`config.mk`:
```
export PLATFORM = sky130hd
export DESIGN_NAME = ff574_bank_ctl
export DESIGN_NICKNAME = d
export VERILOG_FILES = /design/src/rtl/ff574_bank_ctl_pkg.sv /design/src/rtl/ff574_bank_ctl_rr_arbiter.sv /design/src/rtl/ff574_bank_ctl.sv
export SDC_FILE = /design/constraint.sdc
export NUM_CORES = 1
export LEC_CHECK = 0
export CAP_MARGIN = 20
export CORE_MARGIN = 10
export CORE_UTILIZATION = 27
export CTS_CLUSTER_DIAMETER = 40
export DETAILED_ROUTE_END_ITERATION = 8
export PLACE_DENSITY = 0.53
export SYNTH_ARGS = -nofsm -noshare
export SYNTH_HDL_FRONTEND = slang
export SYNTH_SLANG_ARGS = --single-unit
```
`constraint.sdc`:
```
create_clock -name clk -period 3.6 [get_ports clk]
set_input_delay 0.54 -clock clk [delete_from_list [all_inputs] [get_ports clk]]
set_output_delay 0.54 -clock clk [all_outputs]
set_load 0.05 [all_outputs]
```
`src/rtl/ff574_bank_ctl_pkg.sv`:
```
// Shared definitions for the 74x574 register-bank controller.
// Holds the sequencer state encoding, default bank dimensions and a small
// index-width helper used by the top level and the arbiter.
package ff574_bank_ctl_pkg;

  localparam int unsigned DefNreq = 4;
  localparam int unsigned DefNreg = 8;
  localparam int unsigned DefAw   = 3;
  localparam int unsigned DefDw   = 8;

  // Write: Idle->Setup->Strobe->Hold->Ack; read: Idle->Oe->Sample->Ack;
  // out-of-range address: Idle->Ack.
  typedef enum logic [2:0] {
    StIdle,
    StSetup,
    StStrobe,
    StHold,
    StOe,
    StSample,
    StAck
  } state_e;

  // Width of an index into n items; never narrower than one bit.
  function automatic int unsigned idx_width(input int unsigned n);
    return (n > 1) ? $clog2(n) : 1;
  endfunction

endpackage

```
`src/rtl/ff574_bank_ctl_rr_arbiter.sv`:
```
// Combinational round-robin arbiter.
// Picks the first asserted request at or above 'pointer', wrapping to the
// lowest asserted request. The pointer register lives in the parent.
// Ports:
//   req     - request vector
//   pointer - index to start the search from (must be < N)
//   grant   - one-hot grant, all zero when nothing is requested
//   index   - binary index of the granted requester
//   any     - at least one request is asserted
module ff574_bank_ctl_rr_arbiter
  import ff574_bank_ctl_pkg::*;
#(
  parameter int unsigned N  = DefNreq,
  parameter int unsigned IW = idx_width(N)
) (
  input  logic [N-1:0]  req,
  input  logic [IW-1:0] pointer,
  output logic [N-1:0]  grant,
  output logic [IW-1:0] index,
  output logic          any
);

  logic [IW-1:0] hi_idx;
  logic [IW-1:0] lo_idx;
  logic          hi_any;

  // Scan downwards so the last hit is the lowest index: lo_idx is the lowest
  // request overall, hi_idx the lowest request at or above the pointer.
  always_comb begin
    hi_idx = '0;
    lo_idx = '0;
    hi_any = 1'b0;
    for (int j = int'(N) - 1; j >= 0; j--) begin
      if (req[j]) begin
        lo_idx = IW'(j);
        if (IW'(j) >= pointer) begin
          hi_idx = IW'(j);
          hi_any = 1'b1;
        end
      end
    end
  end

  always_comb begin
    any   = |req;
    index = hi_any ? hi_idx : lo_idx;
    grant = any ? (N'(1) << index) : '0;
  end

endmodule

```
`src/rtl/ff574_bank_ctl.sv`:
```
// Sequencer/arbiter sharing a bank of 74x574 registers between requesters.
// Writes produce a single clean rising edge on the addressed reg_clk with
// bus_d set up one cycle before and held one cycle after; reads open a
// two-cycle reg_noe window and sample bus_q at the end of it.
// Ports:
//   clk, nreset      - clock, asynchronous active-low reset
//   req, wr          - per-requester request / direction (1 = write)
//   addr, wdata      - flattened per-requester address and write data
//   ack, err         - one-cycle completion pulse, out-of-range flag
//   rdata            - last successfully read value
//   busy             - sequencer is not idle
//   reg_clk, reg_noe - per-register 574 clock and active-low output enable
//   bus_d, bus_q     - shared data-in bus and shared q bus
// All outputs are registered.
module ff574_bank_ctl
  import ff574_bank_ctl_pkg::*;
#(
  parameter int unsigned NREQ = DefNreq,
  parameter int unsigned NREG = DefNreg,
  parameter int unsigned AW   = DefAw,
  parameter int unsigned DW   = DefDw
) (
  input  logic               clk,
  input  logic               nreset,
  input  logic [NREQ-1:0]    req,
  input  logic [NREQ-1:0]    wr,
  input  logic [NREQ*AW-1:0] addr,
  input  logic [NREQ*DW-1:0] wdata,
  output logic [NREQ-1:0]    ack,
  output logic               err,
  output logic [DW-1:0]      rdata,
  output logic               busy,
  output logic [NREG-1:0]    reg_clk,
  output logic [NREG-1:0]    reg_noe,
  output logic [DW-1:0]      bus_d,
  input  logic [DW-1:0]      bus_q
);

  localparam int unsigned PW = idx_width(NREQ);
  localparam logic [NREG-1:0] RegOne = NREG'(1);

  state_e          state_q;
  logic [PW-1:0]   ptr_q;
  logic [NREQ-1:0] gnt_q;
  logic [AW-1:0]   addr_q;

  logic [NREQ-1:0] req_v;
  logic [NREQ-1:0] wr_v;
  logic [NREQ-1:0] arb_grant;
  logic [PW-1:0]   arb_idx;
  logic            arb_any;
  logic [PW-1:0]   ptr_next;
  logic [AW-1:0]   sel_addr;
  logic            sel_wr;
  logic [DW-1:0]   sel_data;
  logic            sel_oor;

  // An unknown req/wr bit falls into the else path and reads as 0, so a
  // requester driving X never gets granted.
  always_comb begin
    req_v = '0;
    wr_v  = '0;
    for (int unsigned i = 0; i < NREQ; i++) begin
      if (req[i]) req_v[i] = 1'b1;
      if (wr[i])  wr_v[i]  = 1'b1;
    end
  end

  ff574_bank_ctl_rr_arbiter #(
    .N  (NREQ),
    .IW (PW)
  ) u_arb (
    .req     (req_v),
    .pointer (ptr_q),
    .grant   (arb_grant),
    .index   (arb_idx),
    .any     (arb_any)
  );

  // One-hot mux of the granted requester's fields.
  always_comb begin
    sel_addr = '0;
    sel_wr   = 1'b0;
    sel_data = '0;
    for (int unsigned i = 0; i < NREQ; i++) begin
      if (arb_grant[i]) begin
        sel_addr = addr[i*AW +: AW];
        sel_wr   = wr_v[i];
        sel_data = wdata[i*DW +: DW];
      end
    end
  end

  always_comb begin
    sel_oor  = 32'(sel_addr) >= NREG;
    ptr_next = (arb_idx == PW'(NREQ - 1)) ? '0 : arb_idx + PW'(1);
  end

  // Reset drops reg_clk asynchronously; a falling 574 clock never captures,
  // so an aborted write leaves the register either old or fully new.
  always_ff @(posedge clk or negedge nreset) begin
    if (!nreset) begin
      state_q <= StIdle;
      ptr_q   <= '0;
      gnt_q   <= '0;
      addr_q  <= '0;
      ack     <= '0;
      err     <= 1'b0;
      rdata   <= '0;
      busy    <= 1'b0;
      reg_clk <= '0;
      reg_noe <= '1;
      bus_d   <= '0;
    end else begin
      // Pulse outputs default low; states below raise them for one cycle.
      ack     <= '0;
      err     <= 1'b0;
      reg_clk <= '0;
      unique case (state_q)
        StIdle: begin
          if (arb_any) begin
            gnt_q  <= arb_grant;
            addr_q <= sel_addr;
            ptr_q  <= ptr_next;
            busy   <= 1'b1;
            if (sel_oor) begin
              state_q <= StAck;
              ack     <= arb_grant;
              err     <= 1'b1;
            end else if (sel_wr) begin
              state_q <= StSetup;
              bus_d   <= sel_data;
            end else begin
              state_q <= StOe;
              reg_noe <= ~(RegOne << sel_addr);
            end
          end
        end
        StSetup: begin
          state_q <= StStrobe;
          reg_clk <= RegOne << addr_q;
        end
        StStrobe: begin
          state_q <= StHold;
        end
        StHold: begin
          state_q <= StAck;
          ack     <= gnt_q;
        end
        StOe: begin
          state_q <= StSample;
        end
        StSample: begin
          state_q <= StAck;
          reg_noe <= '1;
          rdata   <= bus_q;
          ack     <= gnt_q;
        end
        StAck: begin
          state_q <= StIdle;
          busy    <= 1'b0;
        end
        default: begin
          state_q <= StIdle;
          busy    <= 1'b0;
          reg_noe <= '1;
        end
      endcase
    end
  end

endmodule

```
After elaboration in Yosys (flattened, before gate mapping)
Index checks and enable logic that the tools add are counted.
W data, S select, Z words.
{"block": "op_classes", "n_reduce_logical": 9, "order_cmp": 4, "div_mod_pow": 0, "n_mul": 0, "add_sub_neg": 1, "muxes": 53, "shift": 3, "n_eq_ne": 9, "n_bitwise": 3}
{"operator": "$mux W8", "count": 7}
{"operator": "$mux W2", "count": 14}
{"operator": "$mux W1", "count": 21}
{"operator": "$mux W3", "count": 6}
{"operator": "$pmux W8 S2", "count": 1}
{"operator": "$shl A1 B3 Y8 const A", "count": 2}
{"operator": "$pmux W3 S5", "count": 1}
{"operator": "$reduce_or A5 Y1", "count": 2}
{"operator": "$eq A3 B3 Y1 const B", "count": 3}
{"operator": "$mux W4", "count": 2}
{"operator": "$not A8 Y8", "count": 1}
{"operator": "$eq A3 B2 Y1 const B", "count": 2}
{"operator": "$reduce_and A3 Y1", "count": 2}
{"operator": "$ge A1 B2 Y1 const A", "count": 2}
{"operator": "$ge A2 B2 Y1 const A", "count": 2}
{"operator": "$ne A2 B2 Y1 const B", "count": 2}
{"operator": "$reduce_and A2 Y1", "count": 2}
{"operator": "$reduce_or A4 Y1", "count": 1}
{"operator": "$shl A1 B2 Y4 const A", "count": 1}
{"operator": "$eq A3 B1 Y1 const B", "count": 1}
{"operator": "$logic_not A3 Y1", "count": 1}
{"operator": "$add A2 B1 Y2 const B", "count": 1}
{"operator": "$eq A2 B2 Y1 const B", "count": 1}
{"operator": "$not A1 Y1", "count": 2}
{"operator": "2 further kinds", "count": 2}
{"block": "totals", "ff_bits": 49, "romBits": 0, "output_inout_bits": 38, "latch_bits": 0, "wordCells": 92, "memories": 0, "input_bits": 62, "ramBits": 0}

Logic depth before layout (Yosys ltp)
Gate-level depths: netlist of run 1.
{"block": "logic_depth", "word_depth": 21, "depth_mapped": 12, "depth_no_buf": 10}

Modules after synthesis
From an unflattened synthesis of run 1, not the netlist that was laid out.
{"block": "unflattened", "hier_cells": 243, "area_unflattened_um2": 2454.9}
{"mod": "ff574_bank_ctl", "instances": 1, "seq_area_each_um2": 1236.2, "cells_each": 214, "area_each_um2": 2287.2}
{"mod": "ff574_bank_ctl_rr_arbiter", "instances": 1, "seq_area_each_um2": 0.0, "cells_each": 29, "area_each_um2": 167.7}

Worst setup path after synthesis of run 1
Ideal clock, no wire load.
{"block": "synth_path", "path_kind": "input to register", "from": "input port req[1]", "to": "register reg_noe[0]", "path_stages": 10, "path_buffers": 1, "required_time_ps": 3520, "path_slack_ps": 1017, "setup_ps": 80, "t_arrival_ps": 2504, "cell_sequence": "mux2i_1 > a221oi_1 > inv_1 > ha_1 > nor2b_1 > clkbuf_1 > a221o_1 > a32oi_4 > nand2_1 > o22a_1"}
{"block": "synth_between", "elab_chain_len": 16, "elab_cells_between_ends": 29, "classes_between": "eq/ne (2); shift (2); mux (22); bitwise (1); reduce/logical (2)"}
{"element": "start: declaration", "line_no": "ff574_bank_ctl.sv:25", "text": "input logic [NREQ-1:0] req,"}
{"element": "$mux W1 *", "line_no": "ff574_bank_ctl.sv:64", "text": "if (req[i]) req_v[i] = 1'b1;"}
{"element": "$mux W2 or $mux W1 (tied branches)", "line_no": "ff574_bank_ctl_rr_arbiter.sv:34", "text": "if (req[j]) begin"}
{"element": "$mux W2 or $mux W1 (tied branches)", "line_no": "ff574_bank_ctl_rr_arbiter.sv:36", "text": "if (IW'(j) >= pointer) begin"}
{"element": "$mux W2 or $mux W1 (tied branches)", "line_no": "ff574_bank_ctl_rr_arbiter.sv:34"}
{"element": "$mux W2", "line_no": "ff574_bank_ctl_rr_arbiter.sv:46", "text": "index = hi_any ? hi_idx : lo_idx;"}
{"element": "$shl A1 B2 Y4", "line_no": "ff574_bank_ctl_rr_arbiter.sv:47", "text": "grant = any ? (N'(1) << index) : '0;"}
{"element": "$mux W4", "line_no": "ff574_bank_ctl_rr_arbiter.sv:47"}
{"element": "$mux W3 (4 in series)", "line_no": "ff574_bank_ctl.sv:86", "text": "if (arb_grant[i]) begin"}
{"element": "$shl A1 B3 Y8", "line_no": "ff574_bank_ctl.sv:135", "text": "reg_noe <= ~(RegOne << sel_addr);"}
{"element": "$not A8 Y8", "line_no": "ff574_bank_ctl.sv:135"}
{"element": "$mux W8", "line_no": "ff574_bank_ctl.sv:130", "text": "end else if (sel_wr) begin"}
{"element": "$mux W8", "line_no": "ff574_bank_ctl.sv:121", "text": "if (arb_any) begin"}
{"element": "$pmux W8 S2", "line_no": "ff574_bank_ctl.sv:119", "text": "unique case (state_q)"}
{"element": "end signal: assignment", "line_no": "ff574_bank_ctl.sv:135"}
{"element": "end: declaration", "line_no": "ff574_bank_ctl.sv:34", "text": "output logic [NREG-1:0] reg_noe,"}
Every way passes the cells marked *; elsewhere a longest branch is shown, timed or not. The select of a mux whose other input is x is not followed.
A chain may end at the register's enable or synchronous reset.

Final worst setup path of run 1
{"block": "layout_path", "from": "input port req[1]", "to": "register reg_noe[2]"}
Same word-level chain as after synthesis.

==> results of run 1 <==
-- power breakdown --
group          leakage (nW)  total [W]  internal [W]  switching, W
Combinational         0.826    0.00168      0.000671       0.00101
Sequential            0.608   0.000912      0.000761      0.000151
Clock                0.0574   0.000410      0.000226      0.000184
Total                  1.49    0.00300       0.00166       0.00134
-- flip-flops by register name (all words and copies together), names as in the netlist --
name     count
busy         1
reg_clk      8
bus_d        8
ack          4
state_q      3
addr_q       3
reg_noe      8
ptr_q        2
gnt_q        4
rdata        8
-- path summary, 6_finish.rpt --
check / from / end / cells past startpoint
hold / removal: nreset / rdata[3]$_DFFE_PN0P_ / 1
setup / recovery: req[1] / reg_noe[2]$_DFFE_PN1P_ / 11
hold reg to reg: bus_d[7]$_DFFE_PN0P_ / bus_d[7]$_DFFE_PN0P_ / 2
max in group asynchronous: nreset / reg_noe[0]$_DFFE_PN1P_ / 2
setup reg to reg: ptr_q[1]$_DFFE_PN0P_ / reg_noe[2]$_DFFE_PN1P_ / 10
min in group clk: bus_d[7]$_DFFE_PN0P_ / bus_d[7]$_DFFE_PN0P_ / 2
-- layer usage --
| metal | track usage, % | wire [um] | part of all wire, % | vias to the layer above |
|---|---|---|---|---|
| li1 | - | - | - | 1021 |
| met2 | 15.6 | 3020 | 45 | 70 |
| met5 | 0 | 0 | 0 | - |
| met4 | 2.51 | 66 | 0.98 | 0 |
| met3 | 5.77 | 790 | 12 | 7 |
| met1 | 12.4 | 2850 | 42 | 932 |
-- critical path: stages --
cell and delay, ps:
clkdlybuf4s50_1 560, mux2i_1 100, a221oi_1 530, inv_1 130, ha_1 240, buf_4 210
nor3b_1 160, a211o_1 280, o21ai_0 310, nor2_1 110, a31oi_1 200
-- cells by family (layout without fill, tap and decap cells) --
logic type,Yosys count,after routing
flops,49,49
buf+inv,20,120
simple gates,84,84
xor+xnor,1,1
other cells,1,1
compound gates,57,57
fa+ha+maj,4,4
mux,16,16
-- layout make-up --
cell class                      instances  area share [%]
Clock buffer                            6            2.26
Clock inverter                          2            1.03
Inverter                                5           0.514
Multi-Input combinational cell        163            29.7
Sequential cell                        49            33.8
Tap cell                              108            3.70
Timing Repair Buffer                  107            28.9
-- layout by cell type (no fill, tap or decap), drive strengths merged, types with 3 or more instances in the layout --
cell,count
mux2,14
nand3b,5
buf,10
a21oi,14
o21ai,16
nor2b,12
a31oi,3
dfstp,8
a221oi,9
nor3,14
inv,5
nand2b,4
o22a,3
a211oi,5
nor2,19
and3,4
clkbuf,6
dfrtp,41
nand2,18
clkdlybuf4s50,97
ha,4
-- per-stage QoR --
step / setup slack, ps / hold WS [ps] / utilization [%] / area [um2] / std cells
after detailed placement: 92.5 / 474 / 40.3 / 3510 / 431
after global placement: 196 / 463 / 40.3 / 3510 / 431
after floorplan: 1020 / 244 / - / 2410 / 232
final: 458 / 82.1 / 41.9 / 3650 / 440
after global routing: 173 / 80.4 / 41.9 / 3650 / 440
after CTS: 415 / 478 / 41.6 / 3630 / 439
==> flow_summary.toml, run 1 <==
[clock_tree]
htreeDepth = 2
clk_path_buf_depth = 2
clock_latency_ps = 310
clk_pin_slew_ps = 90
cts_setup_buffers = 0
holdBufCountCts = 0
cts_made_buffers = 5
cts_root_buffer = "clkbuf_8"
cts_tree = "yes"
clock_sinks = 49
cts_resized = 0

[critical_path]
r2r_slack_ps = 750
crit_path_end_kind = "register"
path_max_fanout = 24
arrival_ps = 3370
critical_path_class = "input port to register"
required_ps = 3830
crit_path_start_kind = "input port"

[logic_synthesis]
synth.area.mux_share_pct = 7.36
syn-num-nets = 298
yosys_warnings = 0
synth_fa_ha_area_share_pct = 2.07
async_reset_ff_share_pct = 100
synth_area_per_cell_um2 = 10.4
yosys.area_share.simple_pct = 18.2
synth_seq_area_share_pct = 51.2
ys_top_cells_by_area = "dfrtp_1, dfstp_2, mux2_2"
synth_top_family_by_area = "simple AND/OR/NAND/NOR gates"
synth_edf_count = 0
syn_area_um2 = 2410
synthFlopType = "dfrtp_1"
synth_top_area_share_pct = 42.5
yosysTopAreaCell = "dfrtp_1"
synthXorXnorAreaFrac_pct = 0.363
syn_inst = 232
synthDistinctLibCells = 43
synth-compound-area-share_pct = 16.8
synth_common_cells = "dfrtp_1, nor2_1, nand2_1"
synth_most_common_cell = "dfrtp_1"
ys_seq_elements = 49

[pwr]
power.density_nw_per_um2 = 821
fin_total_pwr_w = 0.00300
vdd_drop_max_uv = 228
p_leak_nw = 1.49

[worst_hold_path]
hp-class = "input port to async pin"

[floorplan]
start_util_pct = 27.7
io_pins = 100
row_count = 34
core_um2 = 8720
die_x_um = 115
fp.dieH_um = 115
dieArea_um2 = 13100

[flow_run]
max_cap_viol_count = 0

[final_layout]
drive_gt1_share_pct = 13.9
layout-area-overhead-vs-synth_pct = 51.2
layout.nets = 397
num_antenna_cells = 0
regArea_um2 = 1240
n_fill_cell = 865
multiInputGateArea_um2 = 1090

[routing]
first_pass_iters = 4
wl_um = 6730
final_antenna_net_count = 0
wire_per_inst_um = 15.3
viasPerCell = 4.61
drt_iter0_markers = 48
drc_errors = 0
vias = 2030

[timing]
relSlewSlack_pct = 56.7
rsz0062_at_grt = "no"
hold_viol_final = 0
tightest_slew_ps = 648
slew_violations = 0
setup_violations = 0
fin_crit_ps = 3140
setup_tns_ps = 0
finalCritPeriodShare_pct = 87.3
max_freq_mhz = 318
skew_ps = 11.2

[grt]
grt.total_usage_pct = 10.3
grt_max_degree = 50
overflow = 0
grt_pass1_wl_um = 11000
grt_pass1_vias = 2211
antenna_found_initial = 0

[placed_design]
place_congestion = 0.728
hpwl_um = 5430
port-buffer-count = 98

[outcome]
status = "finished, final reports clean"
Note: power is estimated with default switching activity, not from simulation.
==> run 2: changes to the inputs <==
--- a/config.mk
+++ b/config.mk
@@ -11,6 +11,8 @@
 export CTS_CLUSTER_DIAMETER = 40
 export DETAILED_ROUTE_END_ITERATION = 8
 export PLACE_DENSITY = 0.53
+export RECOVER_POWER = 50
+export SLEW_MARGIN = 40
 export SYNTH_ARGS = -nofsm -noshare
 export SYNTH_HDL_FRONTEND = slang
 export SYNTH_SLANG_ARGS = --single-unit
==> constraint.sdc (replaced) <==
create_clock -name clk -period 4 [get_ports clk]
set_input_delay 0.6 -clock clk [delete_from_list [all_inputs] [get_ports clk]]
set_output_delay 0.6 -clock clk [all_outputs]
set_load 0.05 [all_outputs]
==> run 2 against run 1 <==
  * The flow now finishes with violations (max-capacitance violations, max-slew violations)
  * Hold slack better by 400 ps
  * Combinational power down 10%
  * Sequential cell count did not move
  * Critical endpoint unchanged
  * Largest cell class unchanged
  * Highest routed layer unchanged
==> flow_summary.toml, run 2 (synthesis results as in run 1) <==
[timing]
fin_crit_ps = 3170
relSlewSlack_pct = -70.6
hold_viol_final = 0
skew_ps = 8.08
tightest_slew_ps = 2560
setup_violations = 0
max_freq_mhz = 315
setup_tns_ps = 0
rsz0062_at_grt = "no"
finalCritPeriodShare_pct = 79.4
slew_violations = 50

[routing]
vias = 2063
viasPerCell = 4.69
first_pass_iters = 4
wire_per_inst_um = 15.5
wl_um = 6810
drc_errors = 0
drt_iter0_markers = 82
final_antenna_net_count = 0

[clock_tree]
holdBufCountCts = 0
cts_resized = 0
cts_setup_buffers = 0
cts_made_buffers = 5
clock_latency_ps = 300
clock_sinks = 49
clk_path_buf_depth = 2
htreeDepth = 2
cts_tree = "yes"
clk_pin_slew_ps = 80
cts_root_buffer = "clkbuf_8"

[final_layout]
regArea_um2 = 1240
final_common_cell = "clkdlybuf4s50_1"
n_fill_cell = 902
design_area_um2 = 3600
layout-area-overhead-vs-synth_pct = 49.0
layout.nets = 397
num_antenna_cells = 0
multiInputGateArea_um2 = 1090
drive_gt1_share_pct = 13.3
layout_common_cells = "clkdlybuf4s50_1, dfrtp_1, nor2_1"

[floorplan]
dieArea_um2 = 13100
io_pins = 100
core_um2 = 8720
fp.dieH_um = 115
start_util_pct = 27.7
die_x_um = 115
row_count = 34

[grt]
grt_pass1_wl_um = 11300
grt_max_degree = 50
grt.total_usage_pct = 10.6
antenna_found_initial = 0
overflow = 0
grt_pass1_vias = 2194

[pwr]
power.density_nw_per_um2 = 725
p_leak_nw = 1.47
vdd_drop_max_uv = 176

[critical_path]
crit_path_end_kind = "register"
path_max_fanout = 23
required_ps = 4220
critical_path_class = "input port to register"
arrival_ps = 3390
crit_path_start_kind = "input port"

[outcome]
status = "finished with violations"
violations = "max-capacitance violations, max-slew violations"

[flow_run]
max_cap_viol_count = 1

[placed_design]
place_congestion = 0.780
hpwl_um = 5530
placed_area_um2 = 3520
port-buffer-count = 98

[worst_hold_path]
hp-class = "register to register"
## run 2: cell count changes in the layout (fill, tap and decap cells not counted)
cell / previous run / this run
buf_12: 1 / 0
clkinv_2: 0 / 2
clkbuf_8: 6 / 5
clkinvlp_4: 1 / 0
clkbuf_1: 0 / 2
bufinv_16: 1 / 0
## run 2: path summary, 6_finish.rpt
check                                      from                     end  slack [ps]  cells after the start
setup / recovery                         req[1]  reg_noe[2]$_DFFE_PN1P_         830                     11
hold / removal             bus_d[6]$_DFFE_PN0P_    bus_d[6]$_DFFE_PN0P_         480                      2
setup reg to reg           ptr_q[1]$_DFFE_PN0P_  reg_noe[2]$_DFFE_PN1P_        1210                     10
hold reg to reg            bus_d[6]$_DFFE_PN0P_    bus_d[6]$_DFFE_PN0P_         480                      2
max in group asynchronous                nreset   addr_q[1]$_DFFE_PN0P_        1360                      2
min in group asynchronous                nreset    rdata[5]$_DFFE_PN0P_        1180                      2
## run 2: through the flow
stage          total power, W  hold WS (ps)  utilization, %  worst slack [ps]  instances
3_5_place_dp          0.00237           471            40.4               498        432
6_report              0.00261           482            41.3               826        440
5_1_grt               0.00282           517            41.3               578        440
2_1_floorplan         0.00188           304               -              1360        232
4_1_cts               0.00265           411            41.3               810        440
3_3_place_gp          0.00235           463            40.4               524        432
## run 2: power by group
part	internal, W	switching [W]	total (W)
logic	0.000601	0.000907	0.00151
clock network	0.000121	0.000155	0.000277
registers	0.000685	0.000137	0.000822
total	0.00141	0.00120	0.00261
## run 2: final cells by class
type	instances	share of cell area, %
Sequential cell	49	34.4
Inverter	5	0.522
Clock inverter	2	0.278
Multi-Input combinational cell	163	30.2
Clock buffer	6	2.02
Timing Repair Buffer	107	28.9
Tap cell	108	3.76
## run 2: critical path: stages
cell             delay [ps]
clkdlybuf4s50_1         570
mux2i_1                 100
a221oi_1                360
buf_4                   180
ha_1                    230
buf_4                   300
a211oi_1                 80
a211o_1                 370
o21ai_0                 300
nor2_1                  110
a31oi_1                 190
## run 2: layer usage
layer	up-vias	wire length [um]	track usage, %
met1	961	3060	13.1
met4	0	44	2.26
met5	-	0	0
li1	1025	-	-
met3	6	749	5.66
met2	71	2950	15.8
==> run 3: changes to the inputs <==
==> constraint.sdc (replaced) <==
create_clock -name clk -period 3.3 [get_ports clk]
set_input_delay 0.495 -clock clk [delete_from_list [all_inputs] [get_ports clk]]
set_output_delay 0.495 -clock clk [all_outputs]
set_load 0.05 [all_outputs]
==> run 3 against run 2 <==
  * The run still ends with max-capacitance violations, max-slew violations left
  * Cell count increased by 0.68%
  * Clock skew decreased by 1.6 ps
  * Power increased by 26%
  * Combinational power increased by 24%
  * Largest power group unchanged
==> flow_summary.toml, run 3 (synthesis results as in run 1) <==
[outcome]
status = "finished with violations"
violations = "max-capacitance violations, max-slew violations"

[placed_design]
placed_area_um2 = 3550
port-buffer-count = 98
hpwl_um = 5430
place_congestion = 0.736

[critical_path]
required_ps = 3530
max_stage_delay_ps = 560
worstReg2RegStart = "ptr_q[1]$_DFFE_PN0P_"
cpMostUsedCell = "buf_4"
crit_path_start_kind = "input port"
r2r_cells = 10
worstReg2RegEnd = "reg_noe[2]$_DFFE_PN1P_"
path_max_fanout = 8
crit_path_end_kind = "register"
critical_path_class = "input port to register"
r2r_slack_ps = 630
crit_chain = "clkdlybuf4s50_1 > mux2i_1 > a221oi_1 > buf_4 > ha_1 > buf_4 > nor3b_1 > a211o_1 > o21ai_0 > nor2_1 > a31oi_1"
arrival_ps = 3160
critPathSlowestCell = "clkdlybuf4s50_1"

[routing]
wl_um = 6680
drt_iter0_markers = 51
final_antenna_net_count = 0
viasPerCell = 4.63
drc_errors = 0
first_pass_iters = 4
vias = 2051
wire_per_inst_um = 15.1

[timing]
fin_crit_ps = 2930
setup_violations = 0
slew_violations = 50
rsz0062_at_grt = "no"
tightest_slew_ps = 2580
max_freq_mhz = 341
hold_viol_final = 0
finalCritPeriodShare_pct = 88.8
setup_tns_ps = 0
skew_ps = 6.44
relSlewSlack_pct = -72.0

[pwr]
power.density_nw_per_um2 = 897
p_leak_nw = 1.50
vdd_drop_max_uv = 251

[worst_hold_path]
worstHoldPathCells = 2
hold_end = "bus_d[7]$_DFFE_PN0P_"
hp-class = "register to register"
min_from = "bus_d[7]$_DFFE_PN0P_"

[final_layout]
num_antenna_cells = 0
final_common_cell = "clkdlybuf4s50_1"
layout_common_cells = "clkdlybuf4s50_1, dfrtp_1, nor2_1"
design_area_um2 = 3650
layout.nets = 401
drive_gt1_share_pct = 14.6
layout-area-overhead-vs-synth_pct = 51.3

[clock_tree]
cts_setup_buffers = 0
clk_path_buf_depth = 2
cts_made_buffers = 5
clock_sinks = 49
cts_root_buffer = "clkbuf_8"
clk_pin_slew_ps = 90
holdBufCountCts = 0
cts_tree = "yes"
htreeDepth = 2
clock_latency_ps = 300

[grt]
grt_pass1_wl_um = 10900
globalRouteMet3Util_pct = 5.66
met1_usage_pct = 11.8
grt-busiest-layer = "met2"
globalRouteMet2Util_pct = 15.7
grt_pass1_vias = 2181
overflow = 0
antenna_found_initial = 0
grt_max_degree = 50
grt.total_usage_pct = 10.1

[floorplan]
start_util_pct = 27.7
fp.dieH_um = 115
die_x_um = 115
row_count = 34
io_pins = 100
core_um2 = 8720
dieArea_um2 = 13100

[flow_run]
max_cap_viol_count = 1
[run 3: cell types whose count changed in the layout (fill, tap and decap cells not counted)]
cell and delta:
buf_2 -1, buf_4 +5, bufinv_16 +1, clkbuf_1 -1, clkinv_2 -1, ha_1 -1, ha_2 +1
[run 3: per-layer routing]
metal,share of wire [%],wire length [um]
met5,0,0
met4,0.87,58
met3,12,804
met2,44,2970
met1,43,2850
[run 3: how the worst max path moves through the flow]
stage           start                      to  slack (ps)  depth (start not counted)
2_1_floorplan  req[1]  reg_noe[0]$_DFFE_PN1P_         760                         10
3_3_place_gp   req[1]  reg_noe[2]$_DFFE_PN1P_          40                         10
3_5_place_dp   req[1]  reg_noe[2]$_DFFE_PN1P_         -50                         10
4_1_cts        req[1]  reg_noe[2]$_DFFE_PN1P_         270                         10
5_1_grt        req[1]  reg_noe[2]$_DFFE_PN1P_          70                         11
6_report       req[1]  reg_noe[2]$_DFFE_PN1P_         370                         11
[run 3: metrics by stage]
stage,hold WS (ps),power [W],instances,util (%),worst slack [ps]
floorplan,199,0.00228,232,-,762
global placement,473,0.00289,436,40.7,36.8
detailed placement,482,0.00291,436,40.7,-54.6
CTS,229,0.00332,443,41.9,267
global route,522,0.00351,443,41.9,66.2
finish,500,0.00328,443,41.9,370
[run 3: critical path: cells and delay by family]
| kind | cells | cell delay, ps |
|---|---|---|
| muxes | 1 | 100 |
| AOI/OAI and AO/OA | 4 | 1140 |
| adders and majority gates | 1 | 310 |
| and+or+nand+nor | 2 | 150 |
| buffers and inverters | 3 | 950 |
[run 3: layout make-up]
cell class                      instances  area (um2)
Multi-Input combinational cell        163        1090
Inverter                                5        18.8
Clock inverter                          2        35.0
Clock buffer                            5        68.8
Tap cell                              108         135
Timing Repair Buffer                  111        1070
Sequential cell                        49        1240
Fill cell                             875        5070
[run 3: what timing repair did]
action / CTS / global route
gates resized for setup: 0 / 1
hold endpoints to repair: 0 / 0
setup endpoints to repair: 0 / 1
[run 3: report_power, final]
part / switching, W / leakage, nW / internal (W)
Sequential: 0.000165 / 0.608 / 0.000831
Combinational: 0.00111 / 0.837 / 0.000762
Clock: 0.000193 / 0.0540 / 0.000221
